## config.mk

```make
export PLATFORM = sky130hd
export DESIGN_NAME = uart_rx_flat
export DESIGN_NICKNAME = d
export VERILOG_FILES = /design/src/rtl/uart_rx_if.sv /design/src/rtl/uart_rx.sv /design/src/flat_wrapper.sv
export SDC_FILE = /design/constraint.sdc
export NUM_CORES = 1
export LEC_CHECK = 0
export CORE_MARGIN = 5
export CORE_UTILIZATION = 54
export DETAILED_ROUTE_END_ITERATION = 8
export GPL_ROUTABILITY_DRIVEN = 0
export MAX_ROUTING_LAYER = met4
export PLACE_DENSITY = 0.82
export SYNTH_ARGS = -nofsm -noshare
export SYNTH_HDL_FRONTEND = slang
export SYNTH_SLANG_ARGS = --single-unit
```

## constraint.sdc

```tcl
create_clock -name clk -period 1.9 [get_ports clk]
set_input_delay 0.285 -clock clk [delete_from_list [all_inputs] [get_ports clk]]
set_output_delay 0.285 -clock clk [all_outputs]
set_load 0.01 [all_outputs]
```

## src/rtl/uart_rx_if.sv

```systemverilog
// uart_rx_if: byte-stream output bundle of the UART receiver.
//   data      received byte, stable while valid=1
//   valid     data holds an unconsumed byte
//   ready     consumer accepts data when valid&&ready at a rising clk edge
//   frame_err one-cycle pulse, stop bit sampled low
//   overrun   one-cycle pulse, byte completed while previous byte unconsumed
// master = receiver side, slave = consumer side.
interface uart_rx_if;
   logic [7:0] data;
   logic       valid;
   logic       ready;
   logic       frame_err;
   logic       overrun;

   modport master (output data, valid, frame_err, overrun, input ready);
   modport slave  (input data, valid, frame_err, overrun, output ready);
endinterface

```

## src/rtl/uart_rx.sv

```systemverilog
// uart_rx: 8N1 UART receiver, LSB first, idle line high.
// Ports:
//   clk  system clock
//   rst  synchronous active-high reset
//   rx   serial line, asynchronous to clk
//   bus  uart_rx_if.master: data/valid/ready handshake + frame_err/overrun pulses
module uart_rx #(
   parameter int CLK_FREQ = 8000000,
   parameter int BAUD     = 115200
) (
   input  logic       clk,
   input  logic       rst,
   input  logic       rx,
   uart_rx_if.master  bus
);
   localparam int CLKS_PER_BIT = CLK_FREQ / BAUD;
   localparam int HALF         = CLKS_PER_BIT / 2;
   localparam int CW           = (CLKS_PER_BIT > 1) ? $clog2(CLKS_PER_BIT) : 1;

   typedef enum logic [2:0] {IDLE, START, DATA, STOP, BRK} state_t;

   state_t        state, state_nx;
   logic [CW-1:0] cnt, cnt_nx;
   logic [2:0]    idx, idx_nx;
   logic [7:0]    sh, sh_nx;
   logic [7:0]    data_q, data_nx;
   logic          valid_q, valid_nx;
   logic          ferr_q, ferr_nx;
   logic          ovr_q, ovr_nx;
   logic          s1, rx_s;

   wire mid  = (cnt == CW'(HALF));
   wire last = (cnt == CW'(CLKS_PER_BIT - 1));

   always_comb begin
      state_nx = state;
      cnt_nx   = cnt + CW'(1);
      idx_nx   = idx;
      sh_nx    = sh;
      data_nx  = data_q;
      valid_nx = valid_q & ~bus.ready;
      ferr_nx  = 1'b0;
      ovr_nx   = 1'b0;
      case (state)
         IDLE: begin
            cnt_nx = '0;
            if (!rx_s) state_nx = START;
         end
         START: begin
            if (mid) begin
               // Restart the counter here so every later sample lands at
               // a bit centre, CLKS_PER_BIT clocks apart.
               cnt_nx = '0;
               idx_nx = '0;
               state_nx = rx_s ? IDLE : DATA;
            end
         end
         DATA: begin
            if (last) begin
               cnt_nx = '0;
               sh_nx  = {rx_s, sh[7:1]};
               idx_nx = idx + 3'd1;
               if (idx == 3'd7) state_nx = STOP;
            end
         end
         STOP: begin
            if (last) begin
               cnt_nx = '0;
               if (rx_s) begin
                  // End of frame is taken at the stop-bit centre so a
                  // back-to-back start bit is never missed.
                  state_nx = IDLE;
                  if (!valid_q || bus.ready) begin
                     data_nx  = sh;
                     valid_nx = 1'b1;
                  end else begin
                     ovr_nx = 1'b1;
                  end
               end else begin
                  ferr_nx  = 1'b1;
                  state_nx = BRK;
               end
            end
         end
         BRK: begin
            // A held-low line must not be re-read as endless frames.
            cnt_nx = '0;
            if (rx_s) state_nx = IDLE;
         end
         default: state_nx = IDLE;
      endcase
   end

   always_ff @(posedge clk) begin
      if (rst) begin
         state   <= IDLE;
         s1      <= 1'b1;
         rx_s    <= 1'b1;
         cnt     <= '0;
         idx     <= '0;
         sh      <= '0;
         data_q  <= '0;
         valid_q <= 1'b0;
         ferr_q  <= 1'b0;
         ovr_q   <= 1'b0;
      end else begin
         state   <= state_nx;
         s1      <= rx;
         rx_s    <= s1;
         cnt     <= cnt_nx;
         idx     <= idx_nx;
         sh      <= sh_nx;
         data_q  <= data_nx;
         valid_q <= valid_nx;
         ferr_q  <= ferr_nx;
         ovr_q   <= ovr_nx;
      end
   end

   assign bus.data      = data_q;
   assign bus.valid     = valid_q;
   assign bus.frame_err = ferr_q;
   assign bus.overrun   = ovr_q;
endmodule

```

## src/flat_wrapper.sv

```systemverilog
// flat-port wrapper written by rule: the top's interface ports become plain ports
module uart_rx_flat 
#(
   parameter int CLK_FREQ = 8000000,
   parameter int BAUD     = 115200
)
  (clk, rst, rx, bus_data, bus_valid, bus_frame_err, bus_overrun, bus_ready);
  uart_rx_if bus_i ();
  input  logic clk;
  input  logic rst;
  input  logic rx;
  output wire logic [$bits(bus_i.data)-1:0] bus_data;
  output wire logic [$bits(bus_i.valid)-1:0] bus_valid;
  output wire logic [$bits(bus_i.frame_err)-1:0] bus_frame_err;
  output wire logic [$bits(bus_i.overrun)-1:0] bus_overrun;
  input wire logic [$bits(bus_i.ready)-1:0] bus_ready;
  assign bus_data = bus_i.data;
  assign bus_valid = bus_i.valid;
  assign bus_frame_err = bus_i.frame_err;
  assign bus_overrun = bus_i.overrun;
  assign bus_i.ready = bus_ready;
  uart_rx #(.CLK_FREQ(CLK_FREQ), .BAUD(BAUD)) u_core (.clk(clk), .rst(rst), .rx(rx), .bus(bus_i));
endmodule
```

# Word level (Yosys, flattened, before mapping)
# Cells that the tools add are included.
# W data, S select, Z words.
dict set report totals {
  reg_bits 34
  output_inout_bits 11
  elab_cells 63
}
dict set report classes {
  add_sub_neg 2
  n_eq_ne 13
  muxes 21
  bitwise 5
  reduce_logical 12
}
# cell count
set ops {}
lappend ops {{$mux W3} 9}
lappend ops {{$pmux W7 S3} 1}
lappend ops {{$pmux W3 S5} 1}
lappend ops {{$mux W7} 2}
lappend ops {{$ne A2 B1 Y1 const B} 5}
lappend ops {{$add A7 B1 Y7 const B} 1}
lappend ops {{$eq A7 B6 Y1 const B} 1}
lappend ops {{$eq A7 B7 Y1 const B} 1}
lappend ops {{$eq A3 B2 Y1 const B} 2}
lappend ops {{$eq A3 B3 Y1 const B} 2}
lappend ops {{$mux W1} 6}
lappend ops {{$pmux W3 S2} 1}
lappend ops {{$reduce_and A6 Y1} 1}
lappend ops {{$not A1 Y1} 4}
lappend ops {{$reduce_and A4 Y1} 1}
lappend ops {{$reduce_or A2 Y1} 2}
lappend ops {{$reduce_or A4 Y1} 1}
lappend ops {{$add A3 B1 Y3 const B} 1}
lappend ops {{$eq A3 B1 Y1 const B} 1}
lappend ops {{$logic_not A3 Y1} 1}
lappend ops {{$reduce_and A3 Y1} 1}
lappend ops {{$reduce_or A3 Y1} 1}
lappend ops {{$mux W2} 1}
lappend ops {{$ne A2 B2 Y1 const B} 1}
lappend ops {{5 further kinds} 5}

# Longest topological paths before layout
# Gate-level depths: netlist of run 1.
dict set report depth {
  depth_word 6
  depth_mapped 8
  depth_no_buf 6
}

# Least setup slack after synthesis of run 1
# No wires, ideal clock.
dict set report synth_path {
  path_kind {reg-to-reg}
  startpoint {register u_core.cnt[0]}
  endpoint {register u_core.state[0]}
  setup_time_ns 0.116
  arrival_ns 1.480
  required_time_ns 1.784
  setup_slack_ns 0.304
  path_stages_with_launch 8
  path_buffers 1
  synth_period_minus_slack_ns 1.596
  path_cell_list {dfxtp_1 -> inv_1 -> ha_1 -> and4b_1 -> buf_6 -> and3_4 -> a211o_1 -> and3_1}
}
dict set report synth_between {
  elab_chain_len 3
}
# item line_no
set synth_lines {}
lappend synth_lines {{start: declaration} uart_rx.sv:23} ;# logic [CW-1:0] cnt, cnt_nx;
lappend synth_lines {{start signal: assignment} uart_rx.sv:110} ;# cnt <= cnt_nx;
lappend synth_lines {{$eq A7 B7 Y1 / $eq A7 B6 Y1 (equally long branches)} {uart_rx.sv:33, uart_rx.sv:32}}
lappend synth_lines {{$ne A2 B1 Y1 (no line)} --}
lappend synth_lines {{$reduce_and A6 Y1 (no line) *} --}
lappend synth_lines {{end signal: assignment} uart_rx.sv:107} ;# state <= state_nx;
lappend synth_lines {{end: declaration} uart_rx.sv:22} ;# state_t state, state_nx;
# Mark *: on every way between the ends. The rest lies on a longest branch, timed or not.
# A chain may end at the register's enable or synchronous reset.

# Worst setup path after layout of run 1
dict set report layout_path {
  startpoint {register u_core.cnt[0]}
  endpoint {register u_core.sh[0]}
}
dict set report layout_between {
  elab_chain_len 2
}
# item line_no
set layout_lines {}
lappend layout_lines {{$eq A7 B7 Y1} uart_rx.sv:33} ;# wire last = (cnt == CW'(CLKS_PER_BIT - 1));
lappend layout_lines {{$reduce_and A2 Y1 (no line)} --}
lappend layout_lines {{end signal: assignment} uart_rx.sv:112} ;# sh <= sh_nx;
lappend layout_lines {{end: declaration} uart_rx.sv:25} ;# logic [7:0] sh, sh_nx;
# No other way between the ends.

==> results of run 1 <==
final timing paths:
| kind | start | endpoint | slack [ns] | cells after the start |
|---|---|---|---|---|
| worst max register to register | u_core.cnt[0] | u_core.sh[0] | 0.13 | 7 |
| worst min-delay path | u_core.s1 | u_core.rx_s | 0.42 | 1 |
| worst min register to register | u_core.s1 | u_core.rx_s | 0.42 | 1 |
| worst max-delay path | u_core.cnt[0] | u_core.sh[0] | 0.13 | 7 |
synthesized netlist by cell type (2+ instances only):
master      n
xor2_1      2
buf_2       2
xnor2_1     3
nand3_1     6
and3_1      3
mux2i_1    16
and4b_1     2
o2bb2ai_1   3
nor2_1     27
clkbuf_1    4
a21oi_1     2
ha_1        5
nor3_1      4
nand2b_1    4
inv_1       5
or2_2       2
buf_6       2
dfxtp_1    34
final cells by class:
class,instances,area (um^2),share of cell area [%]
multi-input combinational,96,688.2,40.50
sequential,34,680.7,40.06
timing repair buffer,17,162.7,9.573
clock inverter,2,60.06,3.535
clock buffer,6,51.30,3.019
tap,30,37.54,2.209
inverter,5,18.77,1.105
state kept, by name, indices dropped and copies added, names as in the netlist:
signal                count
u_core.bus.data           8
u_core.bus.frame_err      1
u_core.bus.overrun        1
u_core.bus.valid          1
u_core.cnt                7
u_core.idx                3
u_core.rx_s               1
u_core.s1                 1
u_core.sh                 8
u_core.state              3
worst max-delay path: cells and delay by family, from the launching register on:
family                   cells  cell delay [ns]
adder cells (fa/ha/maj)      1             0.14
buffers and inverters        2             0.27
flip-flops                   1             0.35
multiplexers                 1             0.23
AND/OR/NAND/NOR              3             0.69
layer usage:
metal  share of wire, %  up-vias
met5                  0        -
met4                1.1        0
met3                5.6        4
met2                 48       21
met1                 45      486
li1                   -      520
power by group through the flow:
stage / sequential [mW] / clock, mW / combinational (mW)
2_1_floorplan: 0.734 / 0 / 0.0202
3_3_place_gp: 0.737 / 0 / 0.0288
3_5_place_dp: 0.737 / 0 / 0.0295
4_1_cts: 0.721 / 0.705 / 0.0300
5_1_grt: 0.722 / 0.741 / 0.0334
6_report: 0.721 / 0.688 / 0.0299
cells by family after synthesis:
kind of cell,Yosys count,synth area share [%]
and+or+nand+nor,59,23.89
DFF,34,47.43
muxes,16,11.16
buffers and inverters,13,4.620
AOI/OAI and AO/OA,11,5.493
xor gates and xnor gates,5,3.052
adders and majority gates,5,4.359
through the flow:
stage / setup WS (ns) / utilization (%) / cells
after floorplan: 0.3045 / - / 143
after global placement: 0.2621 / 63.51 / 182
after detailed placement: 0.2131 / 63.51 / 182
after CTS: 0.1423 / 67.97 / 190
after global routing: 0.03334 / 67.97 / 190
final: 0.1268 / 67.97 / 190
==> flow_metrics.tcl, run 1 <==
set metrics [dict create \
    status "complete, no violations" \
    die_area_mm2 0.003788 \
    pin_count_of_the_biggest_net_entering_global_routing 14 \
    endpoint_kind "flop" \
    unique_cell_type_count_in_the_yosys_netlist 35 \
    postCtsResizedCells 0 \
    dpl.hpwl_mm 1.784 \
    synth_top_flop_cell "dfxtp_1" \
    route.vias.total 1031 \
    floorplan.initialDensity_pct 57.41 \
    die_x_um 61.55 \
    design.final.nets 168 \
    finalCriticalPeriod_ns 1.773 \
    cts-root-buf "clkbuf_4" \
    post-synth-top-area-cell "dfxtp_1" \
    timing.critical_path.slowest_cell_delay_ns 0.38 \
    worst-endpoint-arrival_ns 2.01 \
    syn-cell-area_mm2 0.001435 \
    synth_cells 143 \
    critPathMaxFanout 8 \
    power_frac_seq_pct 50.1 \
    number_of_antenna_violations_at_the_first_check_in_global_routing 0 \
    post-route-cell-area_mm2 0.001699 \
    ys_seq_elements 34 \
    internal_power_mw 1.177 \
    clkPwrFrac_pct 47.8 \
    min_period_over_period_pct 93.32 \
    number_of_enable_flip_flop_cells_after_synthesis 0 \
    max-slew-margin-rel_pct 69.50 \
    synth.yosys.warnings 0 \
    cts_tree "yes" \
    synth_top_area_share_pct 47.43 \
    netSwitchingPower_mw 0.2615 \
    synth_fp_nets 152 \
    num_clock_sinks 34 \
    buffer_ports.inserted 14 \
    power_mw 1.438 \
    post_cts_hold_buffer_count 0 \
    drt.antenna.violating_nets 0 \
    cap_viol_max_count 0 \
    tightest_slew_ns 0.4544 \
    routedWlPerCell_um 13.33 \
    switching_share_pct 18.18 \
    via_per_inst 5.426 \
    report.final.setup_viol 0 \
    global_route.overflow_total 0 \
    placed_cell_area_mm2 0.001588 \
    grtUsageTotal_pct 16.44 \
    clock_skew_ns 0.009096 \
    hold_path.class "flop to flop" \
    globalRouteMet2Util_pct 25.86 \
    power.combinational.fraction_pct 2.1 \
    hold_violations 0 \
    clk_pin_slew_worst_setup_hold_paths_ns 0.11 \
    ir_drop_mv 0.8418 \
    nFillCells 199 \
    drive_gt1_share_pct 11.25 \
    cts_buffers 5 \
    leakagePower_nw 0.6848 \
    commonest_non_fill_non_tap_cell_in_the_layout "dfxtp_1" \
    drt-pass1-iter-count 4 \
    core_mm2 0.002500 \
    max_clock_freq_mhz 564.0 \
    detail_route.wirelength_mm 2.533 \
    rsz0062_at_grt "false" \
    fin_worst_hold_slack_ns 0.4203 \
    clk-insertion-delay-late_ns 0.34 \
    maxSlewViolCount 0 \
    area_growth_syn_to_layout_pct 18.40 \
    power-per-cell-area_mw_per_mm2 846.6 \
    sequential_fraction_of_the_synthesis_area_pct 47.43 \
    path_cells "inv_1 -> ha_1 -> and4b_1 -> and4_1 -> buf_4 -> mux2i_1 -> nor2_1" \
    num_antenna_cells 0 \
    setup_total_negative_slack_ns 0 \
    grt.met3_usage_pct 7.128 \
    layout.cells.most_common_list "34 x dfxtp_1, 27 x nor2_1, 16 x mux2i_1" \
    floorplan.rows 18 \
    synth_area_per_cell_um2 10.04 \
    async_reset_ff_share_pct 0 \
    cts.repair_timing.setup_buffer_count 0 \
    max-clock-path-buffers 2 \
    slowest_stage "and4b_1" \
    critPathRequiredTime_ns 2.13 \
    met1_usage_pct 18.69 \
    grt_first_pass_wirelength_mm 4.395 \
    grt_pass1_vias 1032 \
    post-route-drc-count 0 \
    cts.htree.levels 2 \
    drt_iter0_drc 23 \
    crit_type "flop to flop" \
    post_synth_main_area_contributors "dfxtp_1 47%, mux2i_1 11%, nor2_1 7.1%" \
    grt.busiest_layer "met2" \
    die_extent_in_y_um 61.55 \
    start_kind "flop" \
    boundary_pins 15 \
]
Power figures use the tool's default switching activity.
==> inputs of run 2 (changes only) <==
--- a/config.mk
+++ b/config.mk
@@ -14,3 +14,4 @@
 export SYNTH_ARGS = -nofsm -noshare
 export SYNTH_HDL_FRONTEND = slang
 export SYNTH_SLANG_ARGS = --single-unit
+export TNS_END_PERCENT = 30
==> results of run 2 <==
No change in the layout: final DEF, timing and power equal those of run 1.
==> inputs of run 3 (changes only) <==
--- a/config.mk
+++ b/config.mk
@@ -5,7 +5,7 @@
 export SDC_FILE = /design/constraint.sdc
 export NUM_CORES = 1
 export LEC_CHECK = 0
-export CORE_MARGIN = 5
+export CORE_MARGIN = 2
 export CORE_UTILIZATION = 54
 export DETAILED_ROUTE_END_ITERATION = 8
 export GPL_ROUTABILITY_DRIVEN = 0
==> run 3 against run 2 <==
Net effect:
- largest power group unchanged
- wire length is 0.71% lower
- critical path depth stayed put
- first-iteration DRC count is 48% lower
- setup slack better by 0.047 ns
- highest routed layer unchanged
- final cell count stayed put
==> flow_metrics.tcl, run 3 (synthesized netlist as in run 1, its figures left out) <==
set metrics [dict create \
    boundary_pins 15 \
    tightest_slew_ns 0.5064 \
    buffer_ports.inserted 14 \
    cap_viol_max_count 0 \
    cts_tree "yes" \
    dpl.hpwl_mm 1.832 \
    num_antenna_cells 0 \
    crit_start "u_core.cnt[0]" \
    placed_cell_area_mm2 0.001588 \
    leakagePower_nw 0.6616 \
    hold_path.class "flop to flop" \
    global_route.overflow_total 0 \
    path_cells "inv_1 -> ha_1 -> and4b_1 -> and4_1 -> buf_4 -> mux2i_1 -> nor2_1" \
    detail_route.wirelength_mm 2.515 \
    critPathMaxFanout 8 \
    post-route-drc-count 0 \
    cp_num_buf_inv 2 \
    clk_pin_slew_worst_setup_hold_paths_ns 0.09 \
    route.vias.total 1046 \
    clock_skew_ns 0.005791 \
    status "complete, no violations" \
    floorplan.initialDensity_pct 57.41 \
    post_cts_hold_buffer_count 0 \
    timing.critical_path.slowest_cell_delay_ns 0.37 \
    cts.repair_timing.setup_buffer_count 0 \
    number_of_antenna_violations_at_the_first_check_in_global_routing 0 \
    rsz0062_at_grt "false" \
    via_per_inst 5.505 \
    finalCriticalPeriod_ns 1.726 \
    postCtsResizedCells 0 \
    drt.antenna.violating_nets 0 \
    endpoint_kind "flop" \
    max-clock-path-buffers 2 \
    pin_count_of_the_biggest_net_entering_global_routing 15 \
    cts-root-buf "clkbuf_4" \
    drt_iter0_drc 12 \
    post-route-cell-area_mm2 0.001648 \
    final-instance-count-excl-fill 190 \
    maxSlewViolCount 0 \
    cts_buffers 5 \
    num_clock_sinks 34 \
    numPlacedInstances 182 \
    commonest_non_fill_non_tap_cell_in_the_layout "dfxtp_1" \
    floorplan.rows 18 \
    power-per-cell-area_mw_per_mm2 696.6 \
    hold_violations 0 \
    grt_pass1_vias 1038 \
    critPathRequiredTime_ns 2.12 \
    drive_gt1_share_pct 10.63 \
    grtUsageTotal_pct 19.32 \
    max_clock_freq_mhz 579.2 \
    max-slew-margin-rel_pct 66.01 \
    area_growth_syn_to_layout_pct 14.82 \
    drt-pass1-iter-count 4 \
    setup_total_negative_slack_ns 0 \
    post-place-ws_ns 0.1694 \
    cts.htree.levels 2 \
    report.final.setup_viol 0 \
    core_mm2 0.002500 \
    die_area_mm2 0.003086 \
    layout.cells.most_common_list "34 x dfxtp_1, 27 x nor2_1, 16 x mux2i_1" \
    worst-endpoint-arrival_ns 1.95 \
    category_of_cells_accounting_for_the_largest_share_of_critical_path_delay "simple AND/OR/NAND/NOR gates" \
    slowest_stage "and4b_1" \
    ir_drop_mv 0.7277 \
    die_extent_in_y_um 55.55 \
    die_x_um 55.55 \
    design.final.nets 168 \
    grt_first_pass_wirelength_mm 4.629 \
    min_period_over_period_pct 90.87 \
    crit_type "flop to flop" \
    clk-insertion-delay-late_ns 0.32 \
    final.setup.worst_slack_ns 0.1735 \
    r2r-start "u_core.cnt[0]" \
    start_kind "flop" \
    routedWlPerCell_um 13.24 \
    hold_path_startpoint "u_core.s1" \
]
==> run 3: cell types whose count changed in the layout (fill, tap and decap cells not counted), sizes merged <==
| cell | delta |
|---|---|
| bufinv | -2 |
| clkbuf | +1 |
| clkinv | +1 |
==> run 3: worst paths after layout <==
kind	to	depth (start not counted)	slack, ns
max	u_core.sh[0]	7	0.17
min reg2reg	u_core.rx_s	1	0.42
max reg2reg	u_core.sh[0]	7	0.17
min	u_core.rx_s	1	0.42
==> run 3: area by class of cell <==
cell class	count	area (um^2)
Clock inverter	1	5.005
Tap cell	30	37.54
Clock buffer	7	55.05
Timing Repair Buffer	17	162.7
Fill cell	214	852.1
Multi-Input combinational cell	96	688.2
Inverter	5	18.77
Sequential cell	34	680.7
==> run 3: power by group <==
part           switching (mW)  total (mW)  internal, mW
combinational          0.0150      0.0301        0.0151
sequential            0.00486       0.721         0.716
clock                   0.218       0.397         0.179
==> run 3: routing by layer <==
| metal | wire [um] | track usage, % |
|---|---|---|
| met1 | 1123 | 22.96 |
| met2 | 1251 | 31.29 |
| met3 | 102 | 5.152 |
| met4 | 38 | 7.317 |
| met5 | 0 | - |
==> run 3: through the flow <==
stage	util (%)	power, mW	hold WS, ns
5_1_grt	65.92	1.195	0.4336
6_report	65.92	1.148	0.4151
3_5_place_dp	63.51	0.7672	0.3961
3_3_place_gp	63.51	0.7658	0.3948
2_1_floorplan	-	0.7544	0.3888
4_1_cts	65.92	1.161	0.4187
